`src/rtl/samp_cmp_pkg.sv`:
```
// Shared types and defaults for the sample comparator.
// Optional per-bit mask path is enabled by defining SAMP_CMP_MASK_EN.
package samp_cmp_pkg;

  localparam int DW_DEF    = 8;
  localparam int DEPTH_DEF = 32;
  localparam int CNT_W_DEF = 16;

  typedef enum logic [1:0] {
    IDLE = 2'd0,
    RUN  = 2'd1,
    DONE = 2'd2
  } state_e;

  function automatic int lvl_w(input int depth);
    return $clog2(depth) + 1;
  endfunction

endpackage

```
`src/rtl/samp_cmp_if.sv`:
```
// Tester-facing bundle of the sample comparator.
// EXP_MASK exists only when SAMP_CMP_MASK_EN is defined.
interface samp_cmp_if
  import samp_cmp_pkg::*;
#(
  parameter int DW    = DW_DEF,
  parameter int DEPTH = DEPTH_DEF,
  parameter int CNT_W = CNT_W_DEF
) ();

  localparam int LW = lvl_w(DEPTH);

  logic             CLR;
  logic             EXP_PUSH;
  logic [DW-1:0]    EXP_DATA;
`ifdef SAMP_CMP_MASK_EN
  logic [DW-1:0]    EXP_MASK;
`endif
  logic             ARM;
  logic [DW-1:0]    SAMP_DATA;
  logic             SAMP_VALID;
  logic             EXP_FULL;
  logic [LW-1:0]    EXP_LEVEL;
  logic             BUSY;
  logic             CMP_DONE;
  logic             CMP_PASS;
  logic [CNT_W-1:0] FAIL_CNT;
  logic [CNT_W-1:0] SAMP_IDX;
  logic [CNT_W-1:0] FIRST_FAIL_IDX;
  logic [DW-1:0]    FIRST_FAIL_DATA;
  logic [DW-1:0]    FIRST_FAIL_EXP;
  logic             OVERFLOW;
  logic             STRAY;

  modport master (
    output CLR, EXP_PUSH, EXP_DATA,
`ifdef SAMP_CMP_MASK_EN
    EXP_MASK,
`endif
    ARM, SAMP_DATA, SAMP_VALID,
    input  EXP_FULL, EXP_LEVEL, BUSY,
    CMP_DONE, CMP_PASS, FAIL_CNT,
    SAMP_IDX, FIRST_FAIL_IDX,
    FIRST_FAIL_DATA, FIRST_FAIL_EXP,
    OVERFLOW, STRAY
  );

  modport slave (
    input  CLR, EXP_PUSH, EXP_DATA,
`ifdef SAMP_CMP_MASK_EN
    EXP_MASK,
`endif
    ARM, SAMP_DATA, SAMP_VALID,
    output EXP_FULL, EXP_LEVEL, BUSY,
    CMP_DONE, CMP_PASS, FAIL_CNT,
    SAMP_IDX, FIRST_FAIL_IDX,
    FIRST_FAIL_DATA, FIRST_FAIL_EXP,
    OVERFLOW, STRAY
  );

endinterface

```
`src/rtl/samp_cmp_fifo.sv`:
```
// Show-ahead synchronous FIFO for expected entries.
// Pushes while full are dropped; pops while empty are ignored.
module samp_cmp_fifo
  import samp_cmp_pkg::*;
#(
  parameter int WIDTH = 8,
  parameter int DEPTH = 32
) (
  input  logic                    clk,
  input  logic                    rst_n,
  input  logic                    clr_i,
  input  logic                    push_i,
  input  logic [WIDTH-1:0]        data_i,
  input  logic                    pop_i,
  output logic [WIDTH-1:0]        data_o,
  output logic                    full_o,
  output logic                    empty_o,
  output logic [lvl_w(DEPTH)-1:0] level_o
);

  localparam int AW = $clog2(DEPTH);
  localparam int LW = lvl_w(DEPTH);

  logic [WIDTH-1:0] mem_q [DEPTH];
  logic [AW-1:0]    wr_q, rd_q;
  logic [LW-1:0]    cnt_q;
  logic             do_push, do_pop;

  assign full_o  = (cnt_q == LW'(DEPTH));
  assign empty_o = (cnt_q == '0);
  assign level_o = cnt_q;
  assign data_o  = mem_q[rd_q];

  assign do_push = push_i && !full_o && !clr_i;
  assign do_pop  = pop_i && !empty_o && !clr_i;

  always_ff @(posedge clk) begin
    if (do_push) mem_q[wr_q] <= data_i;
  end

  always_ff @(posedge clk or negedge rst_n) begin
    if (!rst_n) begin
      wr_q  <= '0;
      rd_q  <= '0;
      cnt_q <= '0;
    end else if (clr_i) begin
      wr_q  <= '0;
      rd_q  <= '0;
      cnt_q <= '0;
    end else begin
      if (do_push) wr_q <= wr_q + AW'(1);
      if (do_pop)  rd_q <= rd_q + AW'(1);
      unique case ({do_push, do_pop})
        2'b10:   cnt_q <= cnt_q + LW'(1);
        2'b01:   cnt_q <= cnt_q - LW'(1);
        default: cnt_q <= cnt_q;
      endcase
    end
  end

endmodule

```
`src/rtl/samp_compare.sv`:
```
// Compares strobed samples against a preloaded expected queue.
// Define SAMP_CMP_MASK_EN to store a per-entry compare mask.
module samp_compare
  import samp_cmp_pkg::*;
#(
  parameter int DW        = DW_DEF,
  parameter int EXP_DEPTH = DEPTH_DEF,
  parameter int CNT_W     = CNT_W_DEF
) (
  input  logic     CLK,
  input  logic     RST_N,
  samp_cmp_if.slave bus
);

  localparam int LW = lvl_w(EXP_DEPTH);
`ifdef SAMP_CMP_MASK_EN
  localparam int FW = 2 * DW;
`else
  localparam int FW = DW;
`endif

  logic [FW-1:0]    push_word, head;
  logic [DW-1:0]    exp_data, exp_mask;
  logic             full, empty, pop;
  logic [LW-1:0]    level;
  logic             push_ok, mism;

  state_e           state_q, state_d;
  logic [CNT_W-1:0] fail_q, fail_d;
  logic [CNT_W-1:0] idx_q, idx_d;
  logic [CNT_W-1:0] ffi_q, ffi_d;
  logic [DW-1:0]    ffd_q, ffd_d;
  logic [DW-1:0]    ffe_q, ffe_d;
  logic             ovf_q, ovf_d;
  logic             stray_q, stray_d;
  logic             done_q, done_d;

`ifdef SAMP_CMP_MASK_EN
  assign push_word = {bus.EXP_MASK, bus.EXP_DATA};
  assign exp_data  = head[DW-1:0];
  assign exp_mask  = head[FW-1:DW];
`else
  assign push_word = bus.EXP_DATA;
  assign exp_data  = head;
  assign exp_mask  = '1;
`endif

  assign pop     = (state_q == RUN) && bus.SAMP_VALID;
  assign push_ok = bus.EXP_PUSH && !full;
  assign mism    = |((bus.SAMP_DATA ^ exp_data) & exp_mask);

  samp_cmp_fifo #(
    .WIDTH (FW),
    .DEPTH (EXP_DEPTH)
  ) u_fifo (
    .clk     (CLK),
    .rst_n   (RST_N),
    .clr_i   (bus.CLR),
    .push_i  (bus.EXP_PUSH),
    .data_i  (push_word),
    .pop_i   (pop),
    .data_o  (head),
    .full_o  (full),
    .empty_o (empty),
    .level_o (level)
  );

  always_comb begin
    state_d = state_q;
    fail_d  = fail_q;
    idx_d   = idx_q;
    ffi_d   = ffi_q;
    ffd_d   = ffd_q;
    ffe_d   = ffe_q;
    done_d  = 1'b0;
    ovf_d   = ovf_q | (bus.EXP_PUSH & full);
    stray_d = stray_q;
    unique case (state_q)
      RUN: begin
        if (bus.SAMP_VALID) begin
          if (mism) begin
            if (fail_q == '0) begin
              ffi_d = idx_q;
              ffd_d = bus.SAMP_DATA;
              ffe_d = exp_data;
            end
            if (fail_q != '1) fail_d = fail_q + CNT_W'(1);
          end
          if (idx_q != '1) idx_d = idx_q + CNT_W'(1);
          if (level == LW'(1) && !push_ok) begin
            state_d = DONE;
            done_d  = 1'b1;
          end
        end
      end
      IDLE, DONE: begin
        if (bus.ARM) begin
          // a new run starts clean except for the overflow history
          if (state_q == DONE) begin
            fail_d  = '0;
            idx_d   = '0;
            ffi_d   = '0;
            ffd_d   = '0;
            ffe_d   = '0;
            stray_d = 1'b0;
          end
          state_d = empty ? DONE : RUN;
          done_d  = empty;
        end
        if (bus.SAMP_VALID) stray_d = 1'b1;
      end
      default: state_d = IDLE;
    endcase
    if (bus.CLR) begin
      state_d = IDLE;
      fail_d  = '0;
      idx_d   = '0;
      ffi_d   = '0;
      ffd_d   = '0;
      ffe_d   = '0;
      done_d  = 1'b0;
      ovf_d   = 1'b0;
      stray_d = 1'b0;
    end
  end

  always_ff @(posedge CLK or negedge RST_N) begin
    if (!RST_N) begin
      state_q <= IDLE;
      fail_q  <= '0;
      idx_q   <= '0;
      ffi_q   <= '0;
      ffd_q   <= '0;
      ffe_q   <= '0;
      ovf_q   <= 1'b0;
      stray_q <= 1'b0;
      done_q  <= 1'b0;
    end else begin
      state_q <= state_d;
      fail_q  <= fail_d;
      idx_q   <= idx_d;
      ffi_q   <= ffi_d;
      ffd_q   <= ffd_d;
      ffe_q   <= ffe_d;
      ovf_q   <= ovf_d;
      stray_q <= stray_d;
      done_q  <= done_d;
    end
  end

  assign bus.EXP_FULL        = full;
  assign bus.EXP_LEVEL       = level;
  assign bus.BUSY            = (state_q == RUN);
  assign bus.CMP_DONE        = done_q;
  assign bus.CMP_PASS        = (state_q == DONE) && (fail_q == '0)
                               && !stray_q;
  assign bus.FAIL_CNT        = fail_q;
  assign bus.SAMP_IDX        = idx_q;
  assign bus.FIRST_FAIL_IDX  = ffi_q;
  assign bus.FIRST_FAIL_DATA = ffd_q;
  assign bus.FIRST_FAIL_EXP  = ffe_q;
  assign bus.OVERFLOW        = ovf_q;
  assign bus.STRAY           = stray_q;

endmodule

```
`src/flat_wrapper.sv`:
```
// flat-port wrapper written by rule: the top's interface ports become plain ports
module samp_compare_flat import samp_cmp_pkg::*;
#(
  parameter int DW        = DW_DEF,
  parameter int EXP_DEPTH = DEPTH_DEF,
  parameter int CNT_W     = CNT_W_DEF
)
  (CLK, RST_N, bus_CLR, bus_EXP_PUSH, bus_EXP_DATA, bus_ARM, bus_SAMP_DATA, bus_SAMP_VALID, bus_EXP_FULL, bus_EXP_LEVEL, bus_BUSY, bus_CMP_DONE, bus_CMP_PASS, bus_FAIL_CNT, bus_SAMP_IDX, bus_FIRST_FAIL_IDX, bus_FIRST_FAIL_DATA, bus_FIRST_FAIL_EXP, bus_OVERFLOW, bus_STRAY);
  samp_cmp_if #(.DW(DW), .DEPTH((32)), .CNT_W(CNT_W)) bus_i ();
  input  logic CLK;
  input  logic RST_N;
  input wire logic [$bits(bus_i.CLR)-1:0] bus_CLR;
  input wire logic [$bits(bus_i.EXP_PUSH)-1:0] bus_EXP_PUSH;
  input wire logic [$bits(bus_i.EXP_DATA)-1:0] bus_EXP_DATA;
  input wire logic [$bits(bus_i.ARM)-1:0] bus_ARM;
  input wire logic [$bits(bus_i.SAMP_DATA)-1:0] bus_SAMP_DATA;
  input wire logic [$bits(bus_i.SAMP_VALID)-1:0] bus_SAMP_VALID;
  output wire logic [$bits(bus_i.EXP_FULL)-1:0] bus_EXP_FULL;
  output wire logic [$bits(bus_i.EXP_LEVEL)-1:0] bus_EXP_LEVEL;
  output wire logic [$bits(bus_i.BUSY)-1:0] bus_BUSY;
  output wire logic [$bits(bus_i.CMP_DONE)-1:0] bus_CMP_DONE;
  output wire logic [$bits(bus_i.CMP_PASS)-1:0] bus_CMP_PASS;
  output wire logic [$bits(bus_i.FAIL_CNT)-1:0] bus_FAIL_CNT;
  output wire logic [$bits(bus_i.SAMP_IDX)-1:0] bus_SAMP_IDX;
  output wire logic [$bits(bus_i.FIRST_FAIL_IDX)-1:0] bus_FIRST_FAIL_IDX;
  output wire logic [$bits(bus_i.FIRST_FAIL_DATA)-1:0] bus_FIRST_FAIL_DATA;
  output wire logic [$bits(bus_i.FIRST_FAIL_EXP)-1:0] bus_FIRST_FAIL_EXP;
  output wire logic [$bits(bus_i.OVERFLOW)-1:0] bus_OVERFLOW;
  output wire logic [$bits(bus_i.STRAY)-1:0] bus_STRAY;
  assign bus_i.CLR = bus_CLR;
  assign bus_i.EXP_PUSH = bus_EXP_PUSH;
  assign bus_i.EXP_DATA = bus_EXP_DATA;
  assign bus_i.ARM = bus_ARM;
  assign bus_i.SAMP_DATA = bus_SAMP_DATA;
  assign bus_i.SAMP_VALID = bus_SAMP_VALID;
  assign bus_EXP_FULL = bus_i.EXP_FULL;
  assign bus_EXP_LEVEL = bus_i.EXP_LEVEL;
  assign bus_BUSY = bus_i.BUSY;
  assign bus_CMP_DONE = bus_i.CMP_DONE;
  assign bus_CMP_PASS = bus_i.CMP_PASS;
  assign bus_FAIL_CNT = bus_i.FAIL_CNT;
  assign bus_SAMP_IDX = bus_i.SAMP_IDX;
  assign bus_FIRST_FAIL_IDX = bus_i.FIRST_FAIL_IDX;
  assign bus_FIRST_FAIL_DATA = bus_i.FIRST_FAIL_DATA;
  assign bus_FIRST_FAIL_EXP = bus_i.FIRST_FAIL_EXP;
  assign bus_OVERFLOW = bus_i.OVERFLOW;
  assign bus_STRAY = bus_i.STRAY;
  samp_compare #(.DW(DW), .EXP_DEPTH(EXP_DEPTH), .CNT_W(CNT_W)) u_core (.CLK(CLK), .RST_N(RST_N), .bus(bus_i));
endmodule
```
`config.mk`:
```
export PLATFORM = sky130hd
export DESIGN_NAME = samp_compare_flat
export DESIGN_NICKNAME = d
export VERILOG_FILES = /design/src/rtl/samp_cmp_pkg.sv /design/src/rtl/samp_cmp_if.sv /design/src/rtl/samp_cmp_fifo.sv /design/src/rtl/samp_compare.sv /design/src/flat_wrapper.sv
export SDC_FILE = /design/constraint.sdc
export NUM_CORES = 1
export LEC_CHECK = 0
export CELL_PAD_IN_SITES_DETAIL_PLACEMENT = 1
export CELL_PAD_IN_SITES_GLOBAL_PLACEMENT = 1
export CORE_UTILIZATION = 50
export DETAILED_ROUTE_END_ITERATION = 10
export GPL_TIMING_DRIVEN = 0
export PLACE_DENSITY_LB_ADDON = 0.3
export SKIP_LAST_GASP = 1
export SYNTH_ARGS = -nofsm -noshare
export SYNTH_HDL_FRONTEND = slang
export SYNTH_SLANG_ARGS = --single-unit
export TNS_END_PERCENT = 50
```
`constraint.sdc`:
```
create_clock -name CLK -period 3.9 [get_ports CLK]
set_input_delay 0.78 -clock CLK [delete_from_list [all_inputs] [get_ports CLK]]
set_output_delay 0.78 -clock CLK [all_outputs]
set_load 0.02 [all_outputs]
```
=== Word-level counts from Yosys, hierarchy flattened ===
Memory sizes are Yosys's and may differ from the RTL's.
Index checks and enable logic that the tools add are counted.

* Register bits: 85
* Bits in writable memories: 256
* Input port bits: 22
* Word-level logic and storage cells: 121
* Memories kept: 1

{| class="wikitable"
|+ Memories
! memory !! depth !! width !! read ports !! clocked after Yosys merged registers in !! wr ports !! RTL line !! text
|-
| u_core.u_fifo.mem_q || 32 || 8 || 1 || 0 || 1 || samp_cmp_fifo.sv:24 || <nowiki>logic [WIDTH-1:0] mem_q [DEPTH];</nowiki>
|}

* $add $sub $neg: 6
* Equal/unequal tests: 16
* Multiplexer cells: 53
* Bitwise logic cells: 3
* Reduce and logical (&&, ||, !) cells: 30

{| class="wikitable"
|+ Operators by type and width
! operator !! number
|-
| 16-bit 2-to-1 mux || 13
|-
| 16-bit case mux with 2 select lines || 3
|-
| 8-bit 2-to-1 mux || 10
|-
| 16-bit by 1-bit adder with 16-bit output (second input constant) || 2
|-
| 16-bit != test (second input constant) || 2
|-
| 8-bit case mux with 2 select lines || 2
|-
| 5-bit 2-to-1 mux || 4
|-
| 3-bit by 2-bit != test with 1-bit output (second input constant) || 6
|-
| 16-bit logical NOT || 1
|-
| 1-bit 2-to-1 mux || 12
|-
| 6-bit case mux with 2 select lines || 1
|-
| 6-bit AND reduction || 2
|-
| 3-bit nonzero test || 4
|-
| 5-bit by 1-bit adder with 5-bit output (second input constant) || 2
|-
| 2-bit 2-to-1 mux || 5
|-
| 1-bit logical AND || 8
|-
| 8-bit OR reduction || 1
|-
| 8-bit bitwise XOR || 1
|-
| 6-bit by 1-bit adder with 6-bit output (second input constant) || 1
|-
| 6-bit by 1-bit equality test with 1-bit output (second input constant) || 1
|-
| 6-bit equality test (second input constant) || 1
|-
| 6-bit logical NOT || 1
|-
| 6-bit 2-to-1 mux || 1
|-
| 3-bit != test (second input constant) || 2
|-
| other kinds (13) || 22
|}

=== Depth between registers and ports, before layout ===
Gate-level depths: netlist of the first run.

* Depth after elaboration: 9
* Depth in mapped cells: 14

=== Hierarchy ===
Synthesis of the first run repeated with hierarchy kept, for this count alone.

* Cell total of the unflattened synthesis: 898
* Area, all modules: 14,579.0 sq um

{| class="wikitable"
|+ By module, submodules not included
! module !! times used !! cells an instance !! area each (sq um) !! seq. area each (sq um)
|-
| samp_cmp_fifo || 1 || 512 || 10,880.4 || 8,087.8
|-
| samp_compare || 1 || 386 || 3,698.5 || 1,726.7
|}

=== Worst setup path after synthesis of the first run ===
OpenSTA, ideal clock, no wires.

* Path type: reg2reg
* Start point: reg u_core.u_fifo.rd_q[2]
* End point: reg u_core.ffe_q[0], in the netlist u_core.bus.FIRST_FAIL_EXP[0]
* Library setup time: 128 ps
* Data arrival time: 3,213 ps
* Required time: 3,772 ps
* Path slack: 560 ps
* Cell stages (with the launch flop): 14
* Buffers on the path: 5
* Period minus slack after synthesis: 3,340 ps
* Cells stage by stage: dfrtp_1 buf_6 buf_6 clkbuf_1 mux4_2 a22o_1 a211oi_1 nor3_1 nand4b_1 nor4_4 a211o_1 buf_4 buf_8 mux2_1

* Cells in the longest elaborated chain, start to end: 6

{| class="wikitable"
|+ Ends and longest elaborated chain
! element !! RTL line !! text
|-
| from (decl) || samp_cmp_fifo.sv:25 || <nowiki>logic [AW-1:0] wr_q, rd_q;</nowiki>
|-
| from (signal assigned) || samp_cmp_fifo.sv:52 || <nowiki>if (do_pop) rd_q <= rd_q + AW'(1);</nowiki>
|-
| memory 32 x 8 bit (*) || -- ||
|-
| branches (longest 5 deep; another with 8-bit bitwise XOR) || -- ||
|-
| to (signal assigned) || samp_compare.sv:134 || <nowiki>ffe_q <= '0;</nowiki>
|-
| to (signal assigned) || samp_compare.sv:144 || <nowiki>ffe_q <= ffe_d;</nowiki>
|-
| to (decl) || samp_compare.sv:33 || <nowiki>logic [DW-1:0] ffe_q, ffe_d;</nowiki>
|}

Mark *: on every way between the ends. The select of a mux whose other input is x is not followed.
A chain may end at the register's enable or synchronous reset.

=== Final worst setup path of the first run ===
* Start point: reg u_core.u_fifo.rd_q[3]
* End point: reg u_core.ffe_q[0], in the netlist u_core.bus.FIRST_FAIL_EXP[0]

The elaborated chain is that of the path after synthesis.

==> flow_metrics.env, run 1 <==
export IMPL_setup_viol=0
export IMPL_grt_ovfl_total=0
export IMPL_place_gp_congestion=0.836
export IMPL_status="finished clean"
export IMPL_max_freq_ghz=0.267
export IMPL_dp_cells=1417
export IMPL_io_pins=98
export IMPL_die_h_um=172
export IMPL_firstDrtPassIters=5
export IMPL_fin_tns_setup_ps=0
export IMPL_clkSlewWorstSetupHoldPaths_ps=60
export IMPL_synth_edf_count=256
export IMPL_io_buffers=96
export IMPL_num_fill_cells=2663
export IMPL_htree_levels=2
export IMPL_post_synth_num_cell_types=53
export IMPL_synth_area_top_cells="edfxtp_1, dfrtp_1, mux4_2, mux2i_1, nor2_1"
export IMPL_drc=0
export IMPL_postSynthAreaPerCell_um2=15.3
export IMPL_p_seq_frac=0.501
export IMPL_async_reset_ff_frac=0.249
export IMPL_cpPeakStageDelay_ps=490
export IMPL_p_total_mw=7.97
export IMPL_slowest_stage="dfrtp_1"
export IMPL_dr_total_vias=8980
export IMPL_grt_first_pass_wirelength_mm=57.2
export IMPL_yosysWarnings=0
export IMPL_rsz0062_at_grt="no"
export IMPL_fin_area_mm2=0.0172
export IMPL_synth_top_area_frac=0.534
export IMPL_syn_nets=975
export IMPL_cts_hold_buffers=0
export IMPL_clock_skew_ps=19.3
export IMPL_post_drt_wl_per_cell_um=25.5
export IMPL_critical_path_class="flip-flop to flip-flop"
export IMPL_insertedDiodeCount=0
export IMPL_synth_flop_cell="edfxtp_1"
export IMPL_vdd_ir_drop_max_mv=0.503
export IMPL_clockBufferDepth=3
export IMPL_dieArea_mm2=0.0295
export IMPL_worst_pin_slew_ps=1380
export IMPL_syn_area_mm2=0.0144
export IMPL_syn2layout_area_growth_pct=19.2
export IMPL_nets=1116
export IMPL_crit_chain="clkbuf_4 -> nor2b_1 -> clkbuf_2 -> a22o_1 -> a2111o_1 -> a21bo_2 -> nand4b_1 -> nor4_4 -> a211o_1 -> buf_4 -> buf_8 -> mux2_1"
export IMPL_finalWirelength_mm=38.0
export IMPL_power_density_mw_per_mm2=464
export IMPL_setup_slack_ps=150
export IMPL_timing_rr_start="u_core.u_fifo.rd_q[3]$_DFFE_PN0P_"
export IMPL_ys_seq_area_frac=0.682
export IMPL_post_route_min_period_ps=3750
export IMPL_num_rows=61
export IMPL_hpwlAfterDp_mm=24.7
export IMPL_p_sw_mw=1.86
export IMPL_synthTopCellsByCount="edfxtp_1, nor2_1, dfrtp_1, mux2i_1, nand2_1"
export IMPL_cp_end_kind="flip-flop"
export IMPL_clkPwrFrac=0.418
export IMPL_worstHoldPathType="input pin to async pin"
export IMPL_grt_usage=0.268
export IMPL_period_share=0.961
export IMPL_die_w_um=172
export IMPL_viasPerCell=6.03
export IMPL_cap_violations=0
export IMPL_yosysTopAreaCell="edfxtp_1"
export IMPL_place_area_mm2=0.0159
export IMPL_p_int_mw=6.10
export IMPL_synth_seq_cells=341
export IMPL_comb_power_share=0.081
export IMPL_insertion_delay_ps=530
export IMPL_grt_pass1_vias=9322
export IMPL_crit_start="u_core.u_fifo.rd_q[3]$_DFFE_PN0P_"
export IMPL_sw_frac_of_total=0.234
export IMPL_max_slew_margin_rel=0.0756
export IMPL_antenna_found_initial=1
export IMPL_cp_data_arrival_time_ps=4160
export IMPL_drv_slew=0
export IMPL_start_util=0.513
export IMPL_detail_route_antenna_nets=0
export IMPL_root_buffer="clkbuf_16"
export IMPL_grt_max_degree=68
export IMPL_tritoncts_num_sinks=341
export IMPL_crit_path_start_kind="flip-flop"
export IMPL_fin_cells=1489
export IMPL_drtIter0Drc=987
export IMPL_drive_gt1_frac=0.141
export IMPL_synthCells=942
export IMPL_synth_most_common_cell="edfxtp_1"
export IMPL_finalHoldViolations=0
export IMPL_core_area_mm2=0.0281
export IMPL_pre_cts_ws_ps=-578
export IMPL_crit_required_ps=4310
export IMPL_tritoncts="built"
export IMPL_cp_max_fo=10
export IMPL_p_leak_nw=5.97
export IMPL_cts_buffers_inserted=37
## power groups by stage
stage          clock [mW]  combinational (mW)  sequential (mW)
2_1_floorplan           0               0.338             4.08
3_3_place_gp            0               0.615             4.07
3_5_place_dp            0               0.638             4.07
4_1_cts              3.37               0.646             3.99
5_1_grt              3.47               0.700             4.00
6_report             3.33               0.646             3.99
## per-layer routing
metal,up-vias,track usage,share of wire
met1,4667,0.352,0.40
met3,69,0.0421,0.062
met2,357,0.460,0.51
met4,0,0.0823,0.024
li1,3887,-,-
met5,-,0,0
## final timing paths
kind / to / slack [ps] / cells past startpoint
worst max-delay path: u_core.bus.FIRST_FAIL_EXP[0]$_DFFE_PN0P_ / 150 / 12
worst min-delay path: u_core.bus.FIRST_FAIL_DATA[4]$_DFFE_PN0P_ / 130 / 1
worst max register to register: u_core.bus.FIRST_FAIL_EXP[0]$_DFFE_PN0P_ / 150 / 12
worst min register to register: u_core.bus.FIRST_FAIL_EXP[4]$_DFFE_PN0P_ / 510 / 1
max in group asynchronous: u_core.bus.OVERFLOW$_DFF_PN0_ / 3110 / 2
min in group CLK: u_core.bus.FIRST_FAIL_EXP[4]$_DFFE_PN0P_ / 510 / 1
## state kept, by name, indices dropped and copies added, names as in the netlist
register,cells
u_core.u_fifo.rd_q,5
u_core.bus.FIRST_FAIL_EXP,8
u_core.u_fifo.mem_q,256
u_core.bus.FIRST_FAIL_DATA,8
u_core.bus.OVERFLOW,1
u_core.bus.CMP_DONE,1
u_core.bus.FAIL_CNT,16
u_core.bus.SAMP_IDX,16
u_core.u_fifo.wr_q,5
u_core.bus.FIRST_FAIL_IDX,16
u_core.u_fifo.level_o,6
u_core.state_q,2
u_core.bus.STRAY,1
## worst max-delay path, delay by kind of cell, from the launching register on
kind	cells	cell delay, ps
compound gates	4	860
simple gates	3	950
mux	1	330
buf+inv	4	990
flops	1	490
## cells in the final DEF (no fill, tap or decap), types with 5 or more instances in the layout
| cell type | count |
|---|---|
| a211oi_2 | 5 |
| a21oi_1 | 12 |
| a22o_1 | 14 |
| and3_1 | 14 |
| buf_2 | 5 |
| buf_4 | 11 |
| buf_6 | 9 |
| clkbuf_1 | 32 |
| clkbuf_16 | 37 |
| clkbuf_2 | 5 |
| clkdlybuf4s50_1 | 95 |
| clkinv_1 | 7 |
| clkinv_2 | 7 |
| dfrtp_1 | 85 |
| edfxtp_1 | 256 |
| ha_1 | 11 |
| inv_1 | 36 |
| mux2i_1 | 57 |
| mux4_2 | 52 |
| nand2_1 | 55 |
| nand3_1 | 20 |
| nand3b_1 | 9 |
| nand4_1 | 11 |
| nor2_1 | 96 |
| nor2b_1 | 5 |
| nor3_1 | 15 |
| o21ai_0 | 24 |
| o221ai_1 | 8 |
| o22ai_1 | 6 |
| o31ai_1 | 13 |
| o41ai_1 | 6 |
| or3_1 | 9 |
| xnor2_1 | 7 |
| xor2_1 | 13 |
## cells by family after synthesis
group	after synthesis	share of synthesized area
DFF	341	0.682
and+or+nand+nor	257	0.0859
muxes	117	0.127
AOI/OAI and AO/OA	108	0.0542
buffers and inverters	88	0.0294
xor gates and xnor gates	20	0.0122
adders and majority gates	11	0.00956
## layout make-up
cell class	count	area (um2)	area share
Buffer	51	313	0.0182
Clock inverter	20	174	0.0101
Tap cell	378	473	0.0276
Clock buffer	47	963	0.0562
Sequential cell	341	9810	0.572
Timing Repair Buffer	103	1030	0.0601
Inverter	36	135	0.00788
Multi-Input combinational cell	513	4250	0.248
## what timing repair did
item                                    4_1_cts  5_1_grt
gates resized for setup                      12       20
setup buffers                                 3        3
pin swaps                                     2        2
endpoints found under the setup margin       48       47
## stage by stage
step | hold slack, ps | util
global placement | 479 | 0.564
detailed placement | 502 | 0.565
global route | 147 | 0.611
floorplan | 484 | -
finish | 133 | 0.611
CTS | 132 | 0.608
(Power assumes the default switching activity.)
==> run 2: changes to the inputs <==
- GPL_TIMING_DRIVEN: 0 -> unset
- clock period: 3.9 -> 3.6 ns (I/O delays scaled with it)
==> flow_metrics.env, run 2 (synthesis results as in run 1) <==
export IMPL_num_rows=61
export IMPL_syn2layout_area_growth_pct=22.1
export IMPL_root_buffer="clkbuf_16"
export IMPL_grt_usage=0.267
export IMPL_path_buf_inv=3
export IMPL_cp_end_kind="flip-flop"
export IMPL_final_cell_mix="edfxtp_1, nor2_1, clkdlybuf4s50_1"
export IMPL_grt_max_degree=59
export IMPL_cap_violations=0
export IMPL_io_buffers=97
export IMPL_period_share=0.976
export IMPL_crit_family="multiplexers"
export IMPL_p_leak_nw=6.27
export IMPL_slowest_stage="mux4_2"
export IMPL_setup_slack_ps=86.8
export IMPL_post_route_min_period_ps=3510
export IMPL_finalHoldViolations=0
export IMPL_fin_tns_setup_ps=0
export IMPL_max_slew_margin_rel=0.141
export IMPL_setup_viol=0
export IMPL_vdd_ir_drop_max_mv=0.470
export IMPL_firstDrtPassIters=5
export IMPL_fin_area_mm2=0.0176
export IMPL_power_density_mw_per_mm2=495
export IMPL_p_total_mw=8.71
export IMPL_worstHoldPathType="input pin to async pin"
export IMPL_grt_pass1_vias=9323
export IMPL_cts_buffers_inserted=36
export IMPL_drive_gt1_frac=0.189
export IMPL_insertion_delay_ps=540
export IMPL_antenna_found_initial=0
export IMPL_layout_commonest_cell="edfxtp_1"
export IMPL_cpPeakStageDelay_ps=500
export IMPL_cpMostUsedCell="buf_4"
export IMPL_dieArea_mm2=0.0295
export IMPL_crit_required_ps=4000
export IMPL_crit_path_start_kind="flip-flop"
export IMPL_status="finished clean"
export IMPL_grt_first_pass_wirelength_mm=57.3
export IMPL_post_drt_wl_per_cell_um=25.3
export IMPL_place_gp_congestion=0.809
export IMPL_max_freq_ghz=0.285
export IMPL_hold_ws_ps=280
export IMPL_postLayoutCoreUtil=0.626
export IMPL_insertedDiodeCount=0
export IMPL_timing_rr_start="u_core.u_fifo.rd_q[0]$_DFFE_PN0P_"
export IMPL_dp_cells=1442
export IMPL_place_area_mm2=0.0162
export IMPL_detail_route_antenna_nets=0
export IMPL_worst_pin_slew_ps=1280
export IMPL_viasPerCell=6.02
export IMPL_drv_slew=0
export IMPL_drtIter0Drc=863
export IMPL_reg2reg_slack_ps=90
export IMPL_clkSlewWorstSetupHoldPaths_ps=60
export IMPL_fin_cells=1524
export IMPL_tritoncts_num_sinks=341
export IMPL_core_area_mm2=0.0281
export IMPL_dr_total_vias=9182
export IMPL_nets=1151
export IMPL_die_w_um=172
export IMPL_htree_levels=2
export IMPL_cp_data_arrival_time_ps=3910
export IMPL_top_register="u_core.u_fifo.mem_q"
export IMPL_drc=0
export IMPL_crit_chain="buf_12 -> mux4_2 -> a22o_1 -> a2111oi_2 -> buf_4 -> nor3_1 -> nand4b_1 -> nor4_4 -> buf_4 -> or2_0 -> mux2_2"
export IMPL_finalWirelength_mm=38.6
export IMPL_cp_max_fo=16
export IMPL_largest_register_ffs=256
export IMPL_grt_ovfl_total=0
export IMPL_start_util=0.513
export IMPL_io_pins=98
export IMPL_r2r_end="u_core.bus.FAIL_CNT[0]$_DFFE_PN0P_"
export IMPL_ff2ff_path_depth=11
export IMPL_critical_path_class="flip-flop to flip-flop"
export IMPL_clockBufferDepth=3
export IMPL_hpwlAfterDp_mm=25.0
export IMPL_tritoncts="built"
export IMPL_clock_skew_ps=30.2
export IMPL_pre_cts_ws_ps=-46.9
export IMPL_die_h_um=172
-- run 2: worst max-delay path by stage --
stage	startpoint	end	slack, ps	cells past startpoint
6_report	u_core.u_fifo.rd_q[0]$_DFFE_PN0P_	u_core.bus.FAIL_CNT[0]$_DFFE_PN0P_	90	11
5_1_grt	u_core.u_fifo.rd_q[0]$_DFFE_PN0P_	u_core.bus.FAIL_CNT[0]$_DFFE_PN0P_	-40	11
4_1_cts	u_core.u_fifo.rd_q[3]$_DFFE_PN0P_	u_core.bus.FIRST_FAIL_EXP[3]$_DFFE_PN0P_	20	9
3_5_place_dp	u_core.u_fifo.rd_q[2]$_DFFE_PN0P_	u_core.bus.FIRST_FAIL_EXP[3]$_DFFE_PN0P_	-50	12
3_3_place_gp	u_core.u_fifo.rd_q[2]$_DFFE_PN0P_	u_core.bus.FIRST_FAIL_DATA[1]$_DFFE_PN0P_	130	12
2_1_floorplan	u_core.u_fifo.rd_q[2]$_DFFE_PN0P_	u_core.bus.FIRST_FAIL_EXP[0]$_DFFE_PN0P_	260	13
-- run 2: worst register-to-register path, cell delays in order (launching register included) --
cell	delay (ps)
dfrtp_4	480
buf_12	180
mux4_2	510
a22o_1	290
a2111oi_2	370
buf_4	190
nor3_1	40
nand4b_1	240
nor4_4	390
buf_4	180
or2_0	180
mux2_2	350
-- run 2: cell type report --
cell class | count | area (um2)
Fill cell | 2616 | 10500
Clock inverter | 18 | 196
Sequential cell | 341 | 9820
Tap cell | 378 | 473
Clock buffer | 48 | 966
Inverter | 36 | 135
Multi-Input combinational cell | 513 | 4200
Timing Repair Buffer | 190 | 1800
-- run 2: what timing repair did --
item	CTS	global route
buffers inserted	0	15
setup endpoints to repair	22	46
pin swaps	0	1
resized for setup	4	6
gates cloned	0	1
hold buffers	0	0
-- run 2: power by group --
part / switching [mW] / internal, mW
combinational: 0.415 / 0.298
sequential: 0.0538 / 4.28
clock: 1.54 / 2.13
-- run 2: layer usage --
layer / global-route usage / vias to the layer above / wire [um]
li1: - / 3954 / -
met1: 0.342 / 4772 / 15400
met2: 0.467 / 390 / 19900
met3: 0.0449 / 66 / 2410
met4: 0.0738 / 0 / 852
met5: 0 / - / 0
